**config.mk**
```make
export PLATFORM = sky130hd
export DESIGN_NAME = decode_stage
export DESIGN_NICKNAME = d
export VERILOG_FILES = /design/src/rtl/riscv_pkg.sv /design/src/rtl/imm_gen.sv /design/src/rtl/decode_stage.sv
export SDC_FILE = /design/constraint.sdc
export NUM_CORES = 1
export LEC_CHECK = 0
export ABC_AREA = 1
export BUFFER_PORTS_ARGS = -buffer_cell sky130_fd_sc_hd__buf_2
export CORE_AREA = 2 2 167 169
export CTS_CLUSTER_SIZE = 30
export DETAILED_ROUTE_END_ITERATION = 7
export DIE_AREA = 0 0 169 171
export GPL_ROUTABILITY_DRIVEN = 0
export SYNTH_ARGS = -nofsm -noshare
export SYNTH_HDL_FRONTEND = slang
export SYNTH_SLANG_ARGS = --single-unit
export TNS_END_PERCENT = 5
```
**constraint.sdc**
```tcl
create_clock -name clk -period 3.4 [get_ports clk]
set_clock_uncertainty 0.1 [all_clocks]
set_input_delay 0.68 -clock clk [delete_from_list [all_inputs] [get_ports clk]]
set_output_delay 0.68 -clock clk [all_outputs]
set_load 0.05 [all_outputs]
```
**src/rtl/riscv_pkg.sv**
```systemverilog
// Shared RV32I decode definitions.
// Opcodes and immediate-format selectors.
package riscv_pkg;

  localparam logic [6:0] OP_R      = 7'b0110011;
  localparam logic [6:0] OP_IMM    = 7'b0010011;
  localparam logic [6:0] OP_LOAD   = 7'b0000011;
  localparam logic [6:0] OP_STORE  = 7'b0100011;
  localparam logic [6:0] OP_BRANCH = 7'b1100011;
  localparam logic [6:0] OP_JAL    = 7'b1101111;
  localparam logic [6:0] OP_JALR   = 7'b1100111;
  localparam logic [6:0] OP_LUI    = 7'b0110111;
  localparam logic [6:0] OP_AUIPC  = 7'b0010111;
  localparam logic [6:0] OP_FENCE  = 7'b0001111;
  localparam logic [6:0] OP_SYSTEM = 7'b1110011;

  typedef enum logic [2:0] {
    IMM_NONE,
    IMM_I,
    IMM_S,
    IMM_B,
    IMM_U,
    IMM_J
  } imm_type_e;

endpackage

```
**src/rtl/imm_gen.sv**
```systemverilog
// RV32I immediate generator.
// Pure combinational, sign-extended from instr[31].
module imm_gen
  import riscv_pkg::*;
#(
  parameter int XLEN = 32
) (
  input  logic [31:0]     instr,
  input  imm_type_e       imm_type,
  output logic [XLEN-1:0] imm
);

  logic [31:0] imm32;
  logic        unused_opc;

  assign unused_opc = ^instr[6:0];

  // Assemble the 32-bit immediate for the selected format
  always_comb begin
    imm32 = '0;
    unique case (imm_type)
      IMM_I: imm32 = {{20{instr[31]}}, instr[31:20]};
      IMM_S: imm32 = {{20{instr[31]}}, instr[31:25],
                      instr[11:7]};
      IMM_B: imm32 = {{19{instr[31]}}, instr[31], instr[7],
                      instr[30:25], instr[11:8], 1'b0};
      IMM_U: imm32 = {instr[31:12], 12'h000};
      IMM_J: imm32 = {{11{instr[31]}}, instr[31],
                      instr[19:12], instr[20],
                      instr[30:21], 1'b0};
      default: imm32 = '0;
    endcase
  end

  assign imm = XLEN'($signed(imm32));

endmodule

```
**src/rtl/decode_stage.sv**
```systemverilog
// RV32I decode / operand-fetch stage.
// Forwarding, load-use stall, one output register.
module decode_stage
  import riscv_pkg::*;
#(
  parameter int          XLEN     = 32,
  parameter logic [31:0] RESET_PC = 32'h0000_0000
) (
  input  logic            clk,
  input  logic            rst,
  input  logic            flush,
  input  logic            if_valid,
  output logic            if_ready,
  input  logic [31:0]     if_instr,
  input  logic [XLEN-1:0] if_pc,
  output logic [4:0]      rf_raddr1,
  output logic [4:0]      rf_raddr2,
  input  logic [XLEN-1:0] rf_rdata1,
  input  logic [XLEN-1:0] rf_rdata2,
  input  logic            ex_wreg,
  input  logic            ex_is_load,
  input  logic [4:0]      ex_waddr,
  input  logic [XLEN-1:0] ex_wdata,
  input  logic            mem_wreg,
  input  logic [4:0]      mem_waddr,
  input  logic [XLEN-1:0] mem_wdata,
  input  logic            wb_wreg,
  input  logic [4:0]      wb_waddr,
  input  logic [XLEN-1:0] wb_wdata,
  output logic            id_valid,
  input  logic            id_ready,
  output logic [XLEN-1:0] id_pc,
  output logic [31:0]     id_instr,
  output logic [XLEN-1:0] id_rs1_val,
  output logic [XLEN-1:0] id_rs2_val,
  output logic [XLEN-1:0] id_imm,
  output logic [4:0]      id_rd,
  output logic            id_wreg,
  output logic            id_illegal
);

  logic [6:0]      opcode;
  logic [4:0]      rs1, rs2, rd;
  imm_type_e       imm_type;
  logic            uses_rs1, uses_rs2;
  logic            writes, illegal;
  logic [XLEN-1:0] imm;
  logic [XLEN-1:0] rs1_val, rs2_val;
  logic            ex_fwd, hazard, adv, accept;

  logic            valid_d, valid_q;
  logic [XLEN-1:0] pc_d, pc_q;
  logic [31:0]     instr_d, instr_q;
  logic [XLEN-1:0] rs1v_d, rs1v_q;
  logic [XLEN-1:0] rs2v_d, rs2v_q;
  logic [XLEN-1:0] imm_d, imm_q;
  logic [4:0]      rd_d, rd_q;
  logic            wreg_d, wreg_q;
  logic            ill_d, ill_q;

  assign opcode    = if_instr[6:0];
  assign rs1       = if_instr[19:15];
  assign rs2       = if_instr[24:20];
  assign rd        = if_instr[11:7];
  assign rf_raddr1 = rs1;
  assign rf_raddr2 = rs2;

  // Classify the opcode into format, operand use and legality
  always_comb begin
    imm_type = IMM_NONE;
    uses_rs1 = 1'b1;
    uses_rs2 = 1'b0;
    writes   = 1'b0;
    illegal  = 1'b0;
    unique case (1'b1)
      opcode == OP_R: begin
        uses_rs2 = 1'b1;
        writes   = 1'b1;
      end
      opcode == OP_IMM,
      opcode == OP_LOAD,
      opcode == OP_JALR: begin
        imm_type = IMM_I;
        writes   = 1'b1;
      end
      opcode == OP_STORE: begin
        imm_type = IMM_S;
        uses_rs2 = 1'b1;
      end
      opcode == OP_BRANCH: begin
        imm_type = IMM_B;
        uses_rs2 = 1'b1;
      end
      opcode == OP_LUI,
      opcode == OP_AUIPC: begin
        imm_type = IMM_U;
        uses_rs1 = 1'b0;
        writes   = 1'b1;
      end
      opcode == OP_JAL: begin
        imm_type = IMM_J;
        uses_rs1 = 1'b0;
        writes   = 1'b1;
      end
      opcode == OP_FENCE,
      opcode == OP_SYSTEM: begin
        imm_type = IMM_I;
      end
      default: illegal = 1'b1;
    endcase
  end

  imm_gen #(
    .XLEN(XLEN)
  ) u_imm_gen (
    .instr   (if_instr),
    .imm_type(imm_type),
    .imm     (imm)
  );

  // A load in EX has no data yet, so it never forwards
  assign ex_fwd = ex_wreg && !ex_is_load;

  // Resolve operands, youngest producer first
  always_comb begin
    rs1_val = rf_rdata1;
    if (rs1 == 5'd0)
      rs1_val = '0;
    else if (ex_fwd && ex_waddr == rs1)
      rs1_val = ex_wdata;
    else if (mem_wreg && mem_waddr == rs1)
      rs1_val = mem_wdata;
    else if (wb_wreg && wb_waddr == rs1)
      rs1_val = wb_wdata;

    rs2_val = rf_rdata2;
    if (rs2 == 5'd0)
      rs2_val = '0;
    else if (ex_fwd && ex_waddr == rs2)
      rs2_val = ex_wdata;
    else if (mem_wreg && mem_waddr == rs2)
      rs2_val = mem_wdata;
    else if (wb_wreg && wb_waddr == rs2)
      rs2_val = wb_wdata;
  end

  // Load-use stall and handshake
  always_comb begin
    hazard = ex_is_load && ex_wreg &&
             (ex_waddr != 5'd0) &&
             ((uses_rs1 && rs1 == ex_waddr) ||
              (uses_rs2 && rs2 == ex_waddr));
    adv      = !valid_q || id_ready;
    if_ready = adv && !hazard && !flush;
    accept   = if_valid && if_ready;
  end

  // Next state of the output register
  always_comb begin
    valid_d = valid_q;
    pc_d    = pc_q;
    instr_d = instr_q;
    rs1v_d  = rs1v_q;
    rs2v_d  = rs2v_q;
    imm_d   = imm_q;
    rd_d    = rd_q;
    wreg_d  = wreg_q;
    ill_d   = ill_q;
    if (flush) begin
      valid_d = 1'b0;
    end else if (accept) begin
      valid_d = 1'b1;
      pc_d    = if_pc;
      instr_d = if_instr;
      rs1v_d  = rs1_val;
      rs2v_d  = rs2_val;
      imm_d   = imm;
      rd_d    = rd;
      wreg_d  = writes && (rd != 5'd0);
      ill_d   = illegal;
    end else if (adv) begin
      valid_d = 1'b0;
    end
  end

  // Output register with synchronous reset
  always_ff @(posedge clk) begin
    if (rst) begin
      valid_q <= 1'b0;
      pc_q    <= XLEN'(RESET_PC);
      instr_q <= '0;
      rs1v_q  <= '0;
      rs2v_q  <= '0;
      imm_q   <= '0;
      rd_q    <= '0;
      wreg_q  <= 1'b0;
      ill_q   <= 1'b0;
    end else begin
      valid_q <= valid_d;
      pc_q    <= pc_d;
      instr_q <= instr_d;
      rs1v_q  <= rs1v_d;
      rs2v_q  <= rs2v_d;
      imm_q   <= imm_d;
      rd_q    <= rd_d;
      wreg_q  <= wreg_d;
      ill_q   <= ill_d;
    end
  end

  assign id_valid   = valid_q;
  assign id_pc      = pc_q;
  assign id_instr   = instr_q;
  assign id_rs1_val = rs1v_q;
  assign id_rs2_val = rs2v_q;
  assign id_imm     = imm_q;
  assign id_rd      = rd_q;
  assign id_wreg    = wreg_q;
  assign id_illegal = ill_q;

endmodule

```
==> flow_summary.toml <==
[setup_path]
crit_slowest_cell = "nor2_1"
crit_type = "primary input to primary output"
cp_cell_sequence = "buf_2 -> nand2_1 -> nor2_1 -> nand2_2 -> nand2_1 -> inv_2 -> nand2_1 -> nand2_1 -> nand2_2 -> nand2_1 -> nor2_1 -> buf_2"
startpoint_type = "primary input"
required_ns = 2.62
critPathTopFamily = "simple AND/OR/NAND/NOR gates"
worst_setup_path_end_kind = "primary output"
regToRegSetupSlack_ns = 1.47
crit_buf_inv = 3
cpPeakStageDelay_ns = 0.28
crit_path_max_fanout = 5
arrival_ns = 2.12
critPathMostFrequentCell = "nand2_1"

[detailed_routing]
first_pass_iters = 5
num_vias = 11600
drt-vias-per-instance = 5.10
finalWirelength_um = 41100
post_drt_wl_per_cell_um = 18.1
antenna_left = 0
dr.first_iter.drc_count = 789
post-route-drc-count = 0

[die]
dieWidth_um = 169
start_util = 0.341
core-area_um2 = 27300
io_pins = 427
rows = 61
dieArea_um2 = 28900
die_height_um = 171

[logic_synthesis]
yosysMostFrequentCell = "nand2_1"
avgSynthCellArea_um2 = 6.00
synth_area_um2 = 9320
yosysTopAreaCellShare = 0.350
post-synth-top-area-cell = "dfxtp_1"
synthFlopType = "dfxtp_1"
synth_cell_types = 28
syn-instance-count = 1554
yosys-top-cells-area = "dfxtp_1 35%, nand2_1 27%, a21oi_1 8.9%"
syn-num-nets = 1802
yosysSeqAreaShare = 0.350
synth-edff-count = 0
yosysWarnings = 0
async_flop_share = 0
synth_common_cells = "674 x nand2_1, 166 x a21oi_1, 163 x dfxtp_1, 146 x nand3_1, 84 x inv_1"
ys_ff_latch = 163

[sta]
fin_tns_setup_ns = 0
rsz0062_at_grt = "false"
hold_viol_final = 0
hold_ws_ns = 0.337
fin_ws_ns = 0.498
worst_pin_slew_ns = 1.25
maxSlewHeadroom = 0.166
period_share = 0.853
fin_crit_ns = 2.90
max_freq_mhz = 345
setup_viol = 0
slew_violations = 0

[layout]
multiInputGateArea_um2 = 5190
ff_latch_area_um2 = 3260
nNetsFinal = 2153
fin_cells = 2275
fillers = 2974
drive_gt1_frac = 0.271
syn_to_final_growth_pct = 32.2

[global_route]
antenna_found_initial = 17
grt_pass1_wl_um = 60500
grt_overflow_total = 0
first_global_vias = 10600
grt_max_degree = 102
grt_util_all_layers = 0.271

[clocking]
cts_resized = 0
htree_levels = 4
clk_pin_slew_ns = 0.07
cts_setup_buffers = 0
cts_hold_buffers = 0
root_buffer = "clkbuf_16"
cts_buffer_depth = 2
cts_tree = "yes"
clock_latency_ns = 0.43
numCtsBuffers = 17
clock-sinks = 163

[placement]
dp_hpwl_um = 29300
placed_cells = 2232
post-place-ws_ns = 0.453
io_buffers = 426

[worst_hold_path]
worstHoldPathType = "primary input to flop"

[power_and_ir_drop]
cellPowerDensity_nw_per_um2 = 433
p_leak_nw = 6.37
totalPowerFinal_w = 0.00533
vdd_drop_max_mv = 0.231

[flow_run]
drv_cap = 0

[status]
status = "completed"
==> report_power, final <==
group | leakage, nW | switching [W] | internal [W]
combinational | 4.74 | 0.000855 | 0.000339
clock | 0.298 | 0.000926 | 0.00118
sequential | 1.33 | 0.0000412 | 0.00199
total | 6.37 | 0.00182 | 0.00351
==> layer usage <==
layer | vias to the layer above | GRT usage | wire length [um]
li1 | 5694 | - | -
met1 | 5273 | 0.315 | 16500
met2 | 554 | 0.482 | 20100
met3 | 69 | 0.0763 | 3480
met4 | 8 | 0.0899 | 941
met5 | - | 0 | 56
==> per-stage QoR <==
step | cell area, um2 | utilization
floorplan | 9320 | -
global placement | 11700 | 0.427
detailed placement | 11700 | 0.427
CTS | 12300 | 0.450
global route | 12300 | 0.450
finish | 12300 | 0.451
==> registers in the layout, indices dropped and copies added (netlist names) <==
signal and flops:
id_pc 32, id_illegal 1, id_valid 1, id_instr 32, id_rs2_val 32, id_imm 32
id_rs1_val 32, id_wreg 1
==> worst paths after layout <==
path	startpoint	to	depth (start not counted)
worst min-delay path	flush	id_valid	2
worst max-delay path	if_instr[1]	if_ready	12
worst min register to register	id_instr[13]	id_instr[13]	2
worst max register to register	id_valid	id_instr[0]	6
==> logic make-up (layout without fill, tap and decap cells) <==
kind of cell	count (synthesis)	count (layout)	share of synthesized area
AOI/OAI and AO/OA	187	187	0.104
xor gates and xnor gates	4	4	0.00376
buffers and inverters	216	580	0.100
DFF	163	163	0.350
other	0	11	0
and+or+nand+nor	984	984	0.442
==> placed cells by master, fill, tap and decap left out, types with 11 or more instances in the layout <==
master / synthesis / routed
buf_2: 37 / 425
nand4_1: 73 / 73
clkbuf_16: 0 / 17
a21oi_1: 166 / 166
diode_2: 0 / 11
nand2_1: 674 / 674
inv_1: 84 / 84
nor2_1: 74 / 68
dfxtp_1: 163 / 163
buf_4: 17 / 24
nand3_1: 146 / 144
==> area by class of cell <==
| class | count | share of cell area |
|---|---|---|
| multi-input combinational | 1175 | 0.421 |
| sequential | 163 | 0.265 |
| timing repair buffer | 456 | 0.198 |
| tap | 346 | 0.0351 |
| clock buffer | 18 | 0.0348 |
| inverter | 92 | 0.0280 |
| clock inverter | 14 | 0.0155 |
| antenna | 11 | 0.00223 |
Note: power is estimated with default switching activity, not from simulation.
